==> src/rtl/sobel_result_writer.sv <==
`default_nettype none
// ============================================================================
//  Module      : sobel_result_writer
//  Description : Output sink of the Sobel datapath. Accepts one gradient
//                magnitude per valid window position, optionally binarises
//                it, buffers it in a 2-entry FIFO and writes it to the
//                output image region in row-major order. Pulses frame_done
//                for one cycle when the whole (width-2)x(length-2) frame
//                has been written.
//  Revision    : 1.0 - initial release
// ============================================================================
module sobel_result_writer #(
  parameter int ADDR_W = 8,
  parameter int DIM_W  = 12,
  parameter int PIX_W  = 8
) (
  input  logic              clk,
  input  logic              n_rst,
  input  logic              start,
  input  logic [DIM_W-1:0]  width,
  input  logic [DIM_W-1:0]  length,
  input  logic [ADDR_W-1:0] initial_addr_w,
  input  logic              thresh_en,
  input  logic [PIX_W-1:0]  threshold,
  input  logic              g_valid,
  input  logic [PIX_W-1:0]  g,
  output logic              g_ready,
  input  logic              mem_busy,
  output logic              wr_en,
  output logic [ADDR_W-1:0] wr_addr,
  output logic [PIX_W-1:0]  wr_data,
  output logic              busy,
  output logic              frame_done
);

  localparam int CNT_W = 2 * DIM_W;

  typedef enum logic [1:0] {
    S_IDLE  = 2'd0,
    S_RUN   = 2'd1,
    S_DRAIN = 2'd2,
    S_DONE  = 2'd3
  } state_t;

  state_t state_q, state_d;

  // Frame parameters captured at an accepted start
  logic [CNT_W-1:0]  total_q, total_d;
  logic [ADDR_W-1:0] base_q, base_d;
  logic              thr_en_q, thr_en_d;
  logic [PIX_W-1:0]  thr_q, thr_d;

  // Progress counters
  logic [CNT_W-1:0]  accepted_q, accepted_d;
  logic [CNT_W-1:0]  written_q, written_d;

  // Two-entry FIFO
  logic [PIX_W-1:0]  fifo_q [2];
  logic              rd_ptr_q, wr_ptr_q;
  logic [1:0]        count_q, count_d;

  // Registered write port
  logic              wr_en_q;
  logic [ADDR_W-1:0] wr_addr_q;
  logic [PIX_W-1:0]  wr_data_q;

  // Combinational helpers
  logic [DIM_W-1:0]  w_width_m2, w_length_m2;
  logic [CNT_W-1:0]  w_total;
  logic              w_start_ok;
  logic              w_active;
  logic              w_ready;
  logic              w_push;
  logic              w_pop;
  logic [PIX_W-1:0]  w_push_data;

  // Frame size; anything narrower or shorter than a 3x3 window yields no output
  assign w_width_m2  = width - DIM_W'(2);
  assign w_length_m2 = length - DIM_W'(2);
  assign w_total     = ((width < DIM_W'(3)) || (length < DIM_W'(3))) ? '0 :
                       CNT_W'(w_width_m2) * CNT_W'(w_length_m2);

  assign w_start_ok  = (state_q == S_IDLE) && start;
  assign w_active    = (state_q == S_RUN) || (state_q == S_DRAIN);

  // Accept only while running, with room in the FIFO, and before the frame is full
  assign w_ready     = (state_q == S_RUN) && (count_q != 2'd2) && (accepted_q < total_q);
  assign w_push      = g_valid && w_ready;

  // Pop whenever there is data and the memory can take a write this cycle
  assign w_pop       = w_active && (count_q != 2'd0) && !mem_busy;

  // Binarisation uses the threshold settings latched for this frame
  assign w_push_data = thr_en_q ? ((g >= thr_q) ? {PIX_W{1'b1}} : {PIX_W{1'b0}}) : g;

  // Next-state, parameter capture and counter update
  always_comb begin
    state_d    = state_q;
    total_d    = total_q;
    base_d     = base_q;
    thr_en_d   = thr_en_q;
    thr_d      = thr_q;
    accepted_d = accepted_q;
    written_d  = written_q;

    if (w_active) begin
      accepted_d = accepted_q + CNT_W'(w_push);
      written_d  = written_q + CNT_W'(w_pop);
    end

    case (state_q)
      S_IDLE: begin
        if (start) begin
          total_d    = w_total;
          base_d     = initial_addr_w;
          thr_en_d   = thresh_en;
          thr_d      = threshold;
          accepted_d = '0;
          written_d  = '0;
          state_d    = (w_total == '0) ? S_DONE : S_RUN;
        end
      end
      S_RUN: begin
        if (accepted_q == total_q) begin
          state_d = S_DRAIN;
        end
      end
      S_DRAIN: begin
        if ((count_q == 2'd0) && (written_q == total_q)) begin
          state_d = S_DONE;
        end
      end
      S_DONE: begin
        state_d = S_IDLE;
      end
      default: begin
        state_d = S_IDLE;
      end
    endcase
  end

  // FIFO occupancy follows pushes and pops; simultaneous push/pop keeps it level
  always_comb begin
    count_d = count_q;
    if (w_start_ok) begin
      count_d = 2'd0;
    end else begin
      count_d = count_q + {1'b0, w_push} - {1'b0, w_pop};
    end
  end

  // Control state, frame parameters and counters
  always_ff @(posedge clk or posedge n_rst) begin
    if (n_rst) begin
      state_q    <= S_IDLE;
      total_q    <= '0;
      base_q     <= '0;
      thr_en_q   <= 1'b0;
      thr_q      <= '0;
      accepted_q <= '0;
      written_q  <= '0;
    end else begin
      state_q    <= state_d;
      total_q    <= total_d;
      base_q     <= base_d;
      thr_en_q   <= thr_en_d;
      thr_q      <= thr_d;
      accepted_q <= accepted_d;
      written_q  <= written_d;
    end
  end

  // FIFO storage and pointers
  always_ff @(posedge clk or posedge n_rst) begin
    if (n_rst) begin
      for (int i = 0; i < 2; i++) begin
        fifo_q[i] <= '0;
      end
      rd_ptr_q <= 1'b0;
      wr_ptr_q <= 1'b0;
      count_q  <= 2'd0;
    end else begin
      count_q <= count_d;
      if (w_start_ok) begin
        rd_ptr_q <= 1'b0;
        wr_ptr_q <= 1'b0;
      end else begin
        if (w_push) begin
          fifo_q[wr_ptr_q] <= w_push_data;
          wr_ptr_q         <= ~wr_ptr_q;
        end
        if (w_pop) begin
          rd_ptr_q <= ~rd_ptr_q;
        end
      end
    end
  end

  // Write port: one strobe per pop, address is base plus words already written
  always_ff @(posedge clk or posedge n_rst) begin
    if (n_rst) begin
      wr_en_q   <= 1'b0;
      wr_addr_q <= '0;
      wr_data_q <= '0;
    end else begin
      wr_en_q <= w_pop;
      if (w_pop) begin
        wr_addr_q <= base_q + written_q[ADDR_W-1:0];
        wr_data_q <= fifo_q[rd_ptr_q];
      end
    end
  end

  assign g_ready    = w_ready;
  assign wr_en      = wr_en_q;
  assign wr_addr    = wr_addr_q;
  assign wr_data    = wr_data_q;
  assign busy       = (state_q != S_IDLE);
  assign frame_done = (state_q == S_DONE);

endmodule
`default_nettype wire

==> config.mk <==
export PLATFORM = sky130hd
export DESIGN_NAME = sobel_result_writer
export DESIGN_NICKNAME = d
export VERILOG_FILES = /design/src/rtl/sobel_result_writer.sv
export SDC_FILE = /design/constraint.sdc
export NUM_CORES = 1
export LEC_CHECK = 0
export CORE_MARGIN = 2
export CORE_UTILIZATION = 35
export CTS_CLUSTER_SIZE = 8
export DETAILED_ROUTE_END_ITERATION = 10
export PLACE_DENSITY = 0.58
export SETUP_SLACK_MARGIN = 0.2
export SYNTH_ARGS = -nofsm -noshare
export SYNTH_HDL_FRONTEND = slang
export SYNTH_SLANG_ARGS = --single-unit
==> constraint.sdc <==
create_clock -name clk -period 4.5 [get_ports clk]
set_input_delay 0.45 -clock clk [delete_from_list [all_inputs] [get_ports clk]]
set_output_delay 0.45 -clock clk [all_outputs]
set_load 0.03 [all_outputs]
==> results.tsv <==
stage	metric	value	unit
placement	hpwl	23500	um
timing	fin_crit	6.25	ns
clocking	htree_levels	4	
worst_setup_path	critPathLaunchType	input port	
worst_setup_path	crit_type	in -> reg	
clocking	clkLatencyLatePin	0.43	ns
synthesis	syn_inst	1330	
hold_path	min_path_type	reg -> reg	
placement	routabilityCongestion	0.862	
timing	skew	0.00692	ns
global_route	grt_use_total	17.5	%
synthesis	avgSynthCellArea	9.02	um2
cells_and_area	drive_above_1_share	26.1	%
worst_setup_path	crit_chain	buf_6 -> or4_4 -> or4_4 -> nor3_4 -> buf_6 -> xnor2_4 -> or2_4 -> fa_2 -> fa_1 -> fa_2 -> fa_2 -> fa_1 -> inv_2 -> ha_4 -> nand4_1 -> a21oi_2 -> a21oi_4 -> o21ai_2 -> mux2i_2 -> or3b_1 -> o21ai_1 -> a21boi_2	
cells_and_area	final_area	16100	um2
drt	vias	9775	
worst_setup_path	crit_top_cell	fa_2	
synthesis	yosysSeqAreaShare	26.7	%
placement	port_buffers	73	
timing	slew_viol_final	0	
clocking	cts_root_buf	clkbuf_16	
worst_setup_path	cp-endpoint	state_q[1]	
worst_setup_path	crit_start	length[3]	
synthesis	async_reset_ff_share	100	%
floorplanning	ioPinCount	74	
synthesis	synth_edf_count	0	
synthesis	synth_area	12000	um2
worst_setup_path	rrSetupSlack	0.55	ns
global_route	grt_pass1_wl	50900	um
floorplanning	fp.dieW	189	um
floorplanning	initial_utilization	35.7	%
cells_and_area	final-seq-area	3200	um2
pwr	ir_drop	0.796	mV
worst_setup_path	worst-path-buf-inv	3	
synthesis	ys_seq_elements	128	
floorplanning	row_count	67	
placement	dpl_worst_slack	-2.58	ns
drt	detail-route-antenna-nets	0	
pwr	power	13.5	mW
global_route	grt_max_degree	75	
pwr	p_comb_share	76.3	%
timing	maxSlewHeadroom	41.6	%
worst_setup_path	crit_arrival	6.60	ns
drt	drtIter0Drc	376	
cells_and_area	area_delta_synth_final	34.1	%
worst_setup_path	critPathMaxFanout	5	
pwr	switching_share	41.8	%
pwr	power.density	838	nW/um2
floorplanning	dieArea	35800	um2
worst_setup_path	cpLargestDelayFamily	adder cells	
hold_path	hold_start	wr_addr[0]	
clocking	clock_path_buffers	2	
global_route	grt_pass1_vias	10600	
timing	max_freq	0.160	GHz
floorplanning	core_area	33600	um2
cells_and_area	nFillCells	3194	
timing	rsz0062_at_grt	yes	
worst_setup_path	r2r-start	total_q[9]	
pwr	clkPwrFrac	10.7	%
placement	placed_cell_area	14500	um2
pwr	intPower	7.86	mW
timing	setup-violations-final	18	
drt	routed_wl	29900	um
pwr	switchingPower	5.63	mW
pwr	p_leak	7.61	nW
worst_setup_path	path_depth	22	
global_route	use_met1	22.0	%
floorplanning	die_h	189	um
clocking	cts_tree	built	
cells_and_area	multi_input_area	8760	um2
synthesis	synth_fp_nets	1599	
drt	drc	0	
run_status	outcome	finished, violations left	
worst_setup_path	worstSetupEndpointType	register	
drt	vias_per_cell	4.83	
worst_setup_path	max_stage_delay	0.57	ns
worst_setup_path	slowest_stage	fa_2	
synthesis	synth_ff_type	dfrtp_1	
synthesis	yosysWarnings	0	
cells_and_area	final_nets	1830	
flow_run	cap_violations	0	
drt	post_drt_wl_per_cell	14.8	um
global_route	overflow	0	
clocking	cts_sinks	128	
timing	timing.hold.ws	0.478	ns
cells_and_area	diodes	0	
run_status	violations	setup timing	
timing	worst_slew_pin_slew	0.875	ns
timing	period_share	139	%
worst_setup_path	r2r_cells	15	
hold_path	hold_depth	2	
timing	setup_slack	-1.75	ns
global_route	busiest_layer	met2	
global_route	use_met2	30.8	%
synthesis	ys_types	62	
global_route	antenna_found_initial	0	
drt	dr.pass1.iters	5	
pwr	seqPwrFrac	13.0	%
clocking	path_clk_slew	0.06	ns
clocking	numCtsBuffers	17	
worst_setup_path	critPathRequiredTime	4.86	ns
timing	hold_viol_final	0	
worst_setup_path	reg2reg_to	accepted_q[18]	
global_route	use_met3	2.58	%
synth_stat cells (2+ instances only):
master,count,area [um2]
clkbuf_1,46,173
a21o_1,20,150
a221oi_1,2,17.5
nand2b_1,13,81.3
a211oi_1,6,45.0
xor2_1,59,517
and4_1,5,43.8
and3_1,13,81.3
nand3_1,16,80.1
a211o_1,2,17.5
a21oi_1,28,140
mux2_2,8,90.1
dfrtp_1,128,3200
mux2i_1,14,140
or4_4,3,33.8
o22ai_1,9,56.3
o21ai_0,53,265
o21bai_1,4,30.0
buf_2,2,10.0
and2b_2,2,17.5
nand2_1,119,447
or4_1,2,15.0
buf_1,4,15.0
o31ai_1,8,60.1
xnor2_1,52,455
a31oi_1,5,31.3
o21a_1,8,60.1
inv_1,175,657
or3_2,3,22.5
nor3_1,17,85.1
buf_6,2,22.5
mux2_1,8,90.1
or3_1,9,56.3
ha_1,114,1430
nor2_1,163,612
fa_1,101,2020
nand3b_1,2,15.0
nand4_1,20,125
nor4_1,6,37.5
or2_2,28,175
nor2b_1,24,150
and2_1,6,37.5
a2111o_1,2,22.5
what timing repair did:
item / in CTS / in global routing
resized for setup: 126 / 70
buffers inserted: 29 / 9
hold buffers: 0 / 0
cloned: 1 / 0
endpoints found under the setup margin: 20 / 20
pin swaps: 73 / 71
tightest hold or removal path, delay by kind of cell (launching register included):
family | cells | cell delay, ns
flops | 1 | 0.34
simple gates | 2 | 0.10
cells by family after synthesis:
family / after synthesis / synth area share, %
AO/OA/AOI/OAI: 158 / 8.33
XOR/XNOR: 111 / 8.10
adder cells (fa/ha/maj): 215 / 28.7
buffers and inverters: 230 / 7.34
flip-flops: 128 / 26.7
multiplexers: 30 / 2.67
AND/OR/NAND/NOR: 458 / 18.1
cells in the final DEF, fill, tap and decap left out, drive strengths merged, types with 4 or more instances in the layout:
cell type	n
dfrtp	128
o21a	8
nor3	17
clkinv	4
fa	101
nor2	163
clkbuf	20
ha	114
nor2b	24
nor4	6
buf	200
o22ai	10
a21o	20
xor2	59
and2	6
mux2i	14
or3	12
a31oi	5
and4	5
and3	13
nand4	20
o31ai	8
nand2	119
o21bai	4
or4	6
inv	180
clkdlybuf4s50	61
xnor2	53
mux2	16
nand3	16
a21oi	28
o21ai	55
nand2b	13
a211oi	6
or2	28
power groups by stage:
| stage | Clock [mW] | Sequential, mW | Combinational (mW) |
|---|---|---|---|
| 2_1_floorplan | 0 | 1.81 | 5.17 |
| 3_3_place_gp | 0 | 1.76 | 8.08 |
| 3_5_place_dp | 0 | 1.78 | 8.17 |
| 4_1_cts | 1.46 | 1.76 | 9.34 |
| 5_1_grt | 1.52 | 1.80 | 11.4 |
| 6_report | 1.44 | 1.76 | 10.3 |
through the flow:
step / instances / setup TNS [ns] / util, %
after floorplan: 1330 / -21.42 / -
after global placement: 1951 / -36.12 / 43.0
after detailed placement: 1951 / -37.36 / 43.0
after CTS: 2013 / -21.72 / 46.8
after global routing: 2022 / -25.03 / 47.9
final: 2022 / -21.31 / 47.9
cell type report:
class | instances | area share, %
clock inverters | 14 | 1.13
flip-flops and latches | 128 | 19.9
multi-input cells | 973 | 54.5
clock buffers | 18 | 2.73
well taps | 448 | 3.48
inverters | 176 | 4.15
repair buffers | 265 | 14.2
state kept, by name, summed over array words and instances, names as in the netlist:
register    count
wr_addr         8
count_q         2
thr_en_q        1
thr_q           8
rd_ptr_q        1
state_q         2
wr_data         8
written_q      24
base_q          8
wr_en           1
wr_ptr_q        1
total_q        24
fifo_q         16
accepted_q     24
per-layer routing:
layer / up-vias / wire [um] / part of all wire, %
met5: - / 0 / 0
met3: 40 / 945 / 3.2
li1: 4767 / - / -
met2: 166 / 14900 / 50
met1: 4802 / 13300 / 45
met4: 0 / 735 / 2.5
worst min-delay path by stage:
stage                            end  slack, ns
after global placement    wr_addr[1]       0.46
after detailed placement  wr_addr[0]       0.47
after CTS                 wr_addr[0]       0.48
after floorplan             thr_q[0]       0.45
after global routing      wr_addr[6]       0.50
final                     wr_addr[0]       0.48
(Power assumes the default switching activity.)
